**src/rtl/pc_unit.sv**
```systemverilog
// ---------------------------------------------------------------------------
// pc_unit
//
// Configurable-width program-counter unit. Each rising edge it picks the
// next PC from sequential, branch, JAL, JALR or MRET flow. It also handles
// stall, trap entry with a saved EPC, misaligned-target exceptions, fetch
// redirect signalling and a retired-instruction counter.
//
// Ports:
//   clock       in   rising-edge clock
//   reset       in   synchronous, active-high reset
//   stall       in   hold PC, EPC and counter this cycle (trap still wins)
//   func[2:0]   in   000 seq, 001 branch, 010 jal, 011 jalr, 100 mret,
//                    101-111 behave as seq
//   taken       in   branch outcome, only meaningful when func = branch
//   imm         in   sign-extended immediate
//   rs1_val     in   rs1 operand, used by jalr
//   trap        in   take a trap this cycle
//   pcout       out  current PC (registered)
//   pc_plus4    out  pcout + 4 (combinational link value)
//   epc         out  saved exception PC (registered)
//   misaligned  out  one-cycle pulse after a misaligned jump target
//   redirect    out  high in the cycle after any non-sequential PC load
//   instret     out  retired-instruction count (wraps)
//
// Interface timing: every control input is sampled on the rising edge.
// There is no handshake. The new PC, and the redirect/misaligned flags
// that describe it, are all visible together one cycle after the inputs.
// ---------------------------------------------------------------------------
module pc_unit #(
    parameter int              XLEN         = 32,
    parameter logic [XLEN-1:0] RESET_VECTOR = '0,
    parameter logic [XLEN-1:0] TRAP_VECTOR  = 32'h100,
    parameter int              CNT_W        = 64
) (
    input  logic             clock,
    input  logic             reset,
    input  logic             stall,
    input  logic [2:0]       func,
    input  logic             taken,
    input  logic [XLEN-1:0]  imm,
    input  logic [XLEN-1:0]  rs1_val,
    input  logic             trap,
    output logic [XLEN-1:0]  pcout,
    output logic [XLEN-1:0]  pc_plus4,
    output logic [XLEN-1:0]  epc,
    output logic             misaligned,
    output logic             redirect,
    output logic [CNT_W-1:0] instret
);

    localparam logic [2:0] FUNC_SEQ    = 3'b000;
    localparam logic [2:0] FUNC_BRANCH = 3'b001;
    localparam logic [2:0] FUNC_JAL    = 3'b010;
    localparam logic [2:0] FUNC_JALR   = 3'b011;
    localparam logic [2:0] FUNC_MRET   = 3'b100;

    logic [XLEN-1:0] pc_q;
    logic [XLEN-1:0] epc_q;
    logic            misaligned_q;
    logic            redirect_q;
    logic [CNT_W-1:0] instret_q;

    logic [XLEN-1:0] target;
    logic [XLEN-1:0] jalr_sum;
    logic            is_jump;
    logic            needs_align_chk;
    logic            bad_target;

    assign pc_plus4 = pc_q + XLEN'(4);

    // Target selection. is_jump marks every non-sequential load (it drives
    // redirect). needs_align_chk is limited to the computed targets: MRET
    // returns to epc, which is taken as-is.
    always_comb begin
        target          = pc_plus4;
        jalr_sum        = rs1_val + imm;
        is_jump         = 1'b0;
        needs_align_chk = 1'b0;
        case (func)
            FUNC_BRANCH: begin
                if (taken) begin
                    target          = pc_q + imm;
                    is_jump         = 1'b1;
                    needs_align_chk = 1'b1;
                end
            end
            FUNC_JAL: begin
                target          = pc_q + imm;
                is_jump         = 1'b1;
                needs_align_chk = 1'b1;
            end
            FUNC_JALR: begin
                target          = {jalr_sum[XLEN-1:1], 1'b0};
                is_jump         = 1'b1;
                needs_align_chk = 1'b1;
            end
            FUNC_MRET: begin
                target  = epc_q;
                is_jump = 1'b1;
            end
            FUNC_SEQ: ;
            default: ;   // reserved codes fall through as sequential
        endcase
        // Bit 0 is either cleared (jalr) or an even immediate is assumed,
        // so only bit 1 decides 4-byte alignment.
        bad_target = needs_align_chk & target[1];
    end

    always_ff @(posedge clock) begin
        if (reset) begin
            pc_q         <= RESET_VECTOR;
            epc_q        <= '0;
            misaligned_q <= 1'b0;
            redirect_q   <= 1'b0;
            instret_q    <= '0;
        end else if (trap) begin
            epc_q        <= pc_q;
            pc_q         <= TRAP_VECTOR;
            misaligned_q <= 1'b0;
            redirect_q   <= 1'b1;
        end else if (stall) begin
            misaligned_q <= 1'b0;
            redirect_q   <= 1'b0;
        end else if (bad_target) begin
            // Misaligned target: the jump does not retire, so it is not counted.
            epc_q        <= pc_q;
            pc_q         <= TRAP_VECTOR;
            misaligned_q <= 1'b1;
            redirect_q   <= 1'b1;
        end else begin
            pc_q         <= target;
            misaligned_q <= 1'b0;
            redirect_q   <= is_jump;
            instret_q    <= instret_q + CNT_W'(1);
        end
    end

    assign pcout      = pc_q;
    assign epc        = epc_q;
    assign misaligned = misaligned_q;
    assign redirect   = redirect_q;
    assign instret    = instret_q;

endmodule

```
**config.mk**
```make
export PLATFORM = sky130hd
export DESIGN_NAME = pc_unit
export DESIGN_NICKNAME = d
export VERILOG_FILES = /design/src/rtl/pc_unit.sv
export SDC_FILE = /design/constraint.sdc
export NUM_CORES = 1
export LEC_CHECK = 0
export BUFFER_PORTS_ARGS = -buffer_cell sky130_fd_sc_hd__clkbuf_2
export CORE_MARGIN = 2
export CORE_UTILIZATION = 60
export DETAILED_ROUTE_END_ITERATION = 8
export GPL_TIMING_DRIVEN = 0
export PLACE_DENSITY_LB_ADDON = 0.25
export SLEW_MARGIN = 0
export SYNTH_ARGS = -nofsm -noshare
export SYNTH_HDL_FRONTEND = slang
export SYNTH_SLANG_ARGS = --single-unit
```
**constraint.sdc**
```tcl
create_clock -name clock -period 4.41 [get_ports clock]
set_input_delay 0 -clock clock [delete_from_list [all_inputs] [get_ports clock]]
set_output_delay 0 -clock clock [all_outputs]
set_load 0.02 [all_outputs]
```
==> flow_summary.json <==
{
  "r2r_start": "pcout[0]",
  "status": "finished clean",
  "core.rowCount": 46,
  "portBuffers": 228,
  "fin_crit_ps": 3700,
  "antenna_cells": 0,
  "synthArstFlopShare_pct": 0,
  "finish.instance_area_um2": 11800,
  "syn2layout_area_growth_pct": 20.5,
  "die_w_um": 132,
  "skew_ps": 5.99,
  "hold_start": "trap",
  "synth_edf_count": 0,
  "antenna_found_initial": 1,
  "place_congestion": 0.980,
  "powerDensity_nw_per_um2": 285,
  "endpoint_kind": "register",
  "timing.final.crit_share_pct": 83.8,
  "place_area_um2": 11200,
  "fill_cells": 1291,
  "drtIter0Drc": 1144,
  "syn_avg_cell_area_um2": 7.50,
  "startpoint_type": "register",
  "finalHoldViolCount": 0,
  "leakagePower_uw": 0.00514,
  "max_stage_delay_ps": 450,
  "dr.pass1.iters": 6,
  "ys_ff_latch": 130,
  "rr_endpoint": "pcout[22]",
  "start_util_pct": 61.7,
  "critical_path_buf_inv_count": 1,
  "route.detailed.drc": 0,
  "synth.distinct_cells": 76,
  "cts_tree": "done",
  "clock_latency_ps": 420,
  "r2r_cells": 12,
  "synth_seq_area_share_pct": 26.5,
  "dieHeight_um": 132,
  "synth_top_area_cell": "dfxtp_1",
  "min_to": "pcout[8]",
  "max_freq_mhz": 271,
  "fin_util_pct": 74.3,
  "critPathRequiredTime_ps": 4780,
  "cts.sinks": 130,
  "tightestPinTransition_ps": 1020,
  "postCtsHoldBufs": 0,
  "crit_arrival_ps": 4070,
  "wl_per_cell_um": 18.8,
  "cts_setup_buffers": 0,
  "grt_overflow": 0,
  "clk_path_buf_depth": 2,
  "grt_max_degree": 17,
  "vias_per_cell": 6.27,
  "grt_pass1_vias": 10300,
  "min_path_cells": 3,
  "grt_pass1_wl_mm": 52.7,
  "cts.reportedPaths.clkPinSlew_ps": 60,
  "final_nets": 1695,
  "syn-num-nets": 1448,
  "worstHoldPathType": "in2reg",
  "post_cts_resized": 0,
  "drv_slew": 0,
  "synth-main-ff-cell": "dfxtp_1",
  "numCtsBuffers": 17,
  "ant_nets": 0,
  "cp_cell_sequence": "ha_1 > inv_1 > fa_1 > nand2b_1 > a21oi_1 > o21ai_0 > a221o_1 > o21ai_0 > mux2i_1 > a221oi_1 > a221oi_1 > a21o_1",
  "syn_area_um2": 9830,
  "coreArea_um2": 15900,
  "slew_headroom_pct": 31.7,
  "vdd_drop_max_v": 0.000246,
  "post-place-ws_ps": 889,
  "worst-setup-path-type": "reg2reg",
  "cts_root_buf": "clkbuf_16",
  "yosysWarningCount": 0,
  "place_hpwl_mm": 25.6,
  "syn_inst": 1311,
  "synth_area_leaders": "dfxtp_1, ha_1, nand2_1",
  "crit_fanout": 5,
  "drive_gt1_share_pct": 18.9,
  "ff2ff_setup_slack_ps": 710,
  "dieArea_um2": 17400,
  "cap_violations": 0,
  "cts.htree.levels": 4,
  "pin_count": 234,
  "crit_path_top_delay_cell": "dfxtp_1",
  "grtUsageTotal_pct": 37.3,
  "tns_ps": 0,
  "synth_top_area_share_pct": 26.5,
  "whs_ps": 98.9,
  "vias": 11200,
  "rsz0062_at_grt": "false",
  "final.setup.worst_slack_ps": 715,
  "drt_wl_total_mm": 33.5,
  "setup_violations": 0,
  "crit_family": "compound AO/OA/AOI/OAI gates"
}
==> placed cells by master, fill, tap and decap left out, types with 8 or more instances in the layout <==
master,instances
nor2_1,114
clkbuf_1,51
a22o_1,9
buf_2,9
o21ai_0,82
clkbuf_16,17
a22oi_1,10
a221oi_1,10
xnor2_1,58
a222oi_1,10
o21a_1,10
nand2_1,181
inv_1,34
nand2b_1,13
a21oi_1,133
ha_1,63
nand3_1,55
o211ai_1,12
a31oi_1,12
xor2_1,59
and3_1,24
or3_1,24
and4_1,8
clkbuf_2,228
nor3_1,22
dfxtp_1,130
nand4_1,25
and2_1,12
or2_2,8
a21o_1,27
==> registers in the layout (all words and copies together) (netlist names) <==
name and flops:
misaligned 1, epc 32, pcout 32, instret 64
redirect 1
==> final cells by class <==
| class | count | area, um^2 | area share [%] |
|---|---|---|---|
| buffer | 65 | 282 | 2.38 |
| clock buffer | 17 | 425 | 3.59 |
| clock inverter | 15 | 183 | 1.54 |
| inverter | 34 | 128 | 1.08 |
| multi-input combinational | 1082 | 6820 | 57.5 |
| sequential | 130 | 2600 | 22.0 |
| tap | 216 | 270 | 2.28 |
| timing repair buffer | 228 | 1140 | 9.63 |
==> cell families (layout without fill, tap and decap cells) <==
family | after synthesis | after routing | synth area share [%]
compound gates | 375 | 375 | 24.5
mux | 8 | 8 | 0.827
flops | 130 | 130 | 26.5
xor+xnor | 117 | 117 | 10.4
buf+inv | 99 | 359 | 4.16
simple gates | 517 | 517 | 25.2
fa+ha+maj | 65 | 65 | 8.43
==> worst max path at each step <==
stage / start / cells after the start / to / slack [ps]
detailed placement: pcout[0] / 12 / pcout[22] / 890
global route: pcout[0] / 12 / pcout[22] / 570
floorplan: pcout[0] / 10 / instret[45] / 1400
finish: pcout[0] / 12 / pcout[22] / 710
global placement: pcout[0] / 12 / pcout[22] / 960
CTS: pcout[0] / 12 / pcout[22] / 830
==> metrics by stage <==
| stage | power [uW] | cells |
|---|---|---|
| 3_5_place_dp | 1890 | 1755 |
| 4_1_cts | 3340 | 1787 |
| 5_1_grt | 3470 | 1787 |
| 3_3_place_gp | 1890 | 1755 |
| 2_1_floorplan | 1680 | 1311 |
| 6_report | 3370 | 1787 |
==> worst reg2reg max path, cell delays in order (launching register included) <==
cell      delay [ps]
dfxtp_1          450
ha_1             250
inv_1             70
fa_1             390
nand2b_1         190
a21oi_1          250
o21ai_0          270
a221o_1          410
o21ai_0          430
mux2i_1          370
a221oi_1         140
a221oi_1         320
a21o_1           110
==> Yosys cell counts (3+ instances only) <==
cell type,instances
a211o_1,7
a211oi_1,7
a21o_1,27
a21oi_1,133
a221o_1,3
a221oi_1,10
a222oi_1,10
a22o_1,9
a22oi_1,10
a31oi_1,12
a32oi_1,3
and2_1,12
and3_1,24
and4_1,8
buf_2,9
buf_4,3
clkbuf_1,51
dfxtp_1,130
ha_1,63
inv_1,34
mux2i_1,7
nand2_1,181
nand2b_1,13
nand3_1,55
nand3b_1,7
nand4_1,25
nor2_1,114
nor2b_1,7
nor3_1,22
nor4_1,5
o211ai_1,12
o21a_1,10
o21ai_0,82
o21bai_1,7
o221ai_1,3
o31ai_1,4
or2_2,8
or3_1,24
xnor2_1,58
xor2_1,59
==> power by group <==
group	internal (uW)	leakage, uW	switching [uW]
Sequential	1190	0.00105	23.5
Combinational	246	0.00380	439
Clock	895	0.000298	582
==> metal layers <==
layer | global-route usage [%] | vias to the layer above | share of wire [%]
li1 | - | 5226 | -
met1 | 47.6 | 5238 | 39
met4 | 15.3 | 0 | 3.6
met5 | 0 | - | 0
met2 | 60.4 | 646 | 46
met3 | 9.23 | 103 | 12
Note: power is estimated with default switching activity, not from simulation.
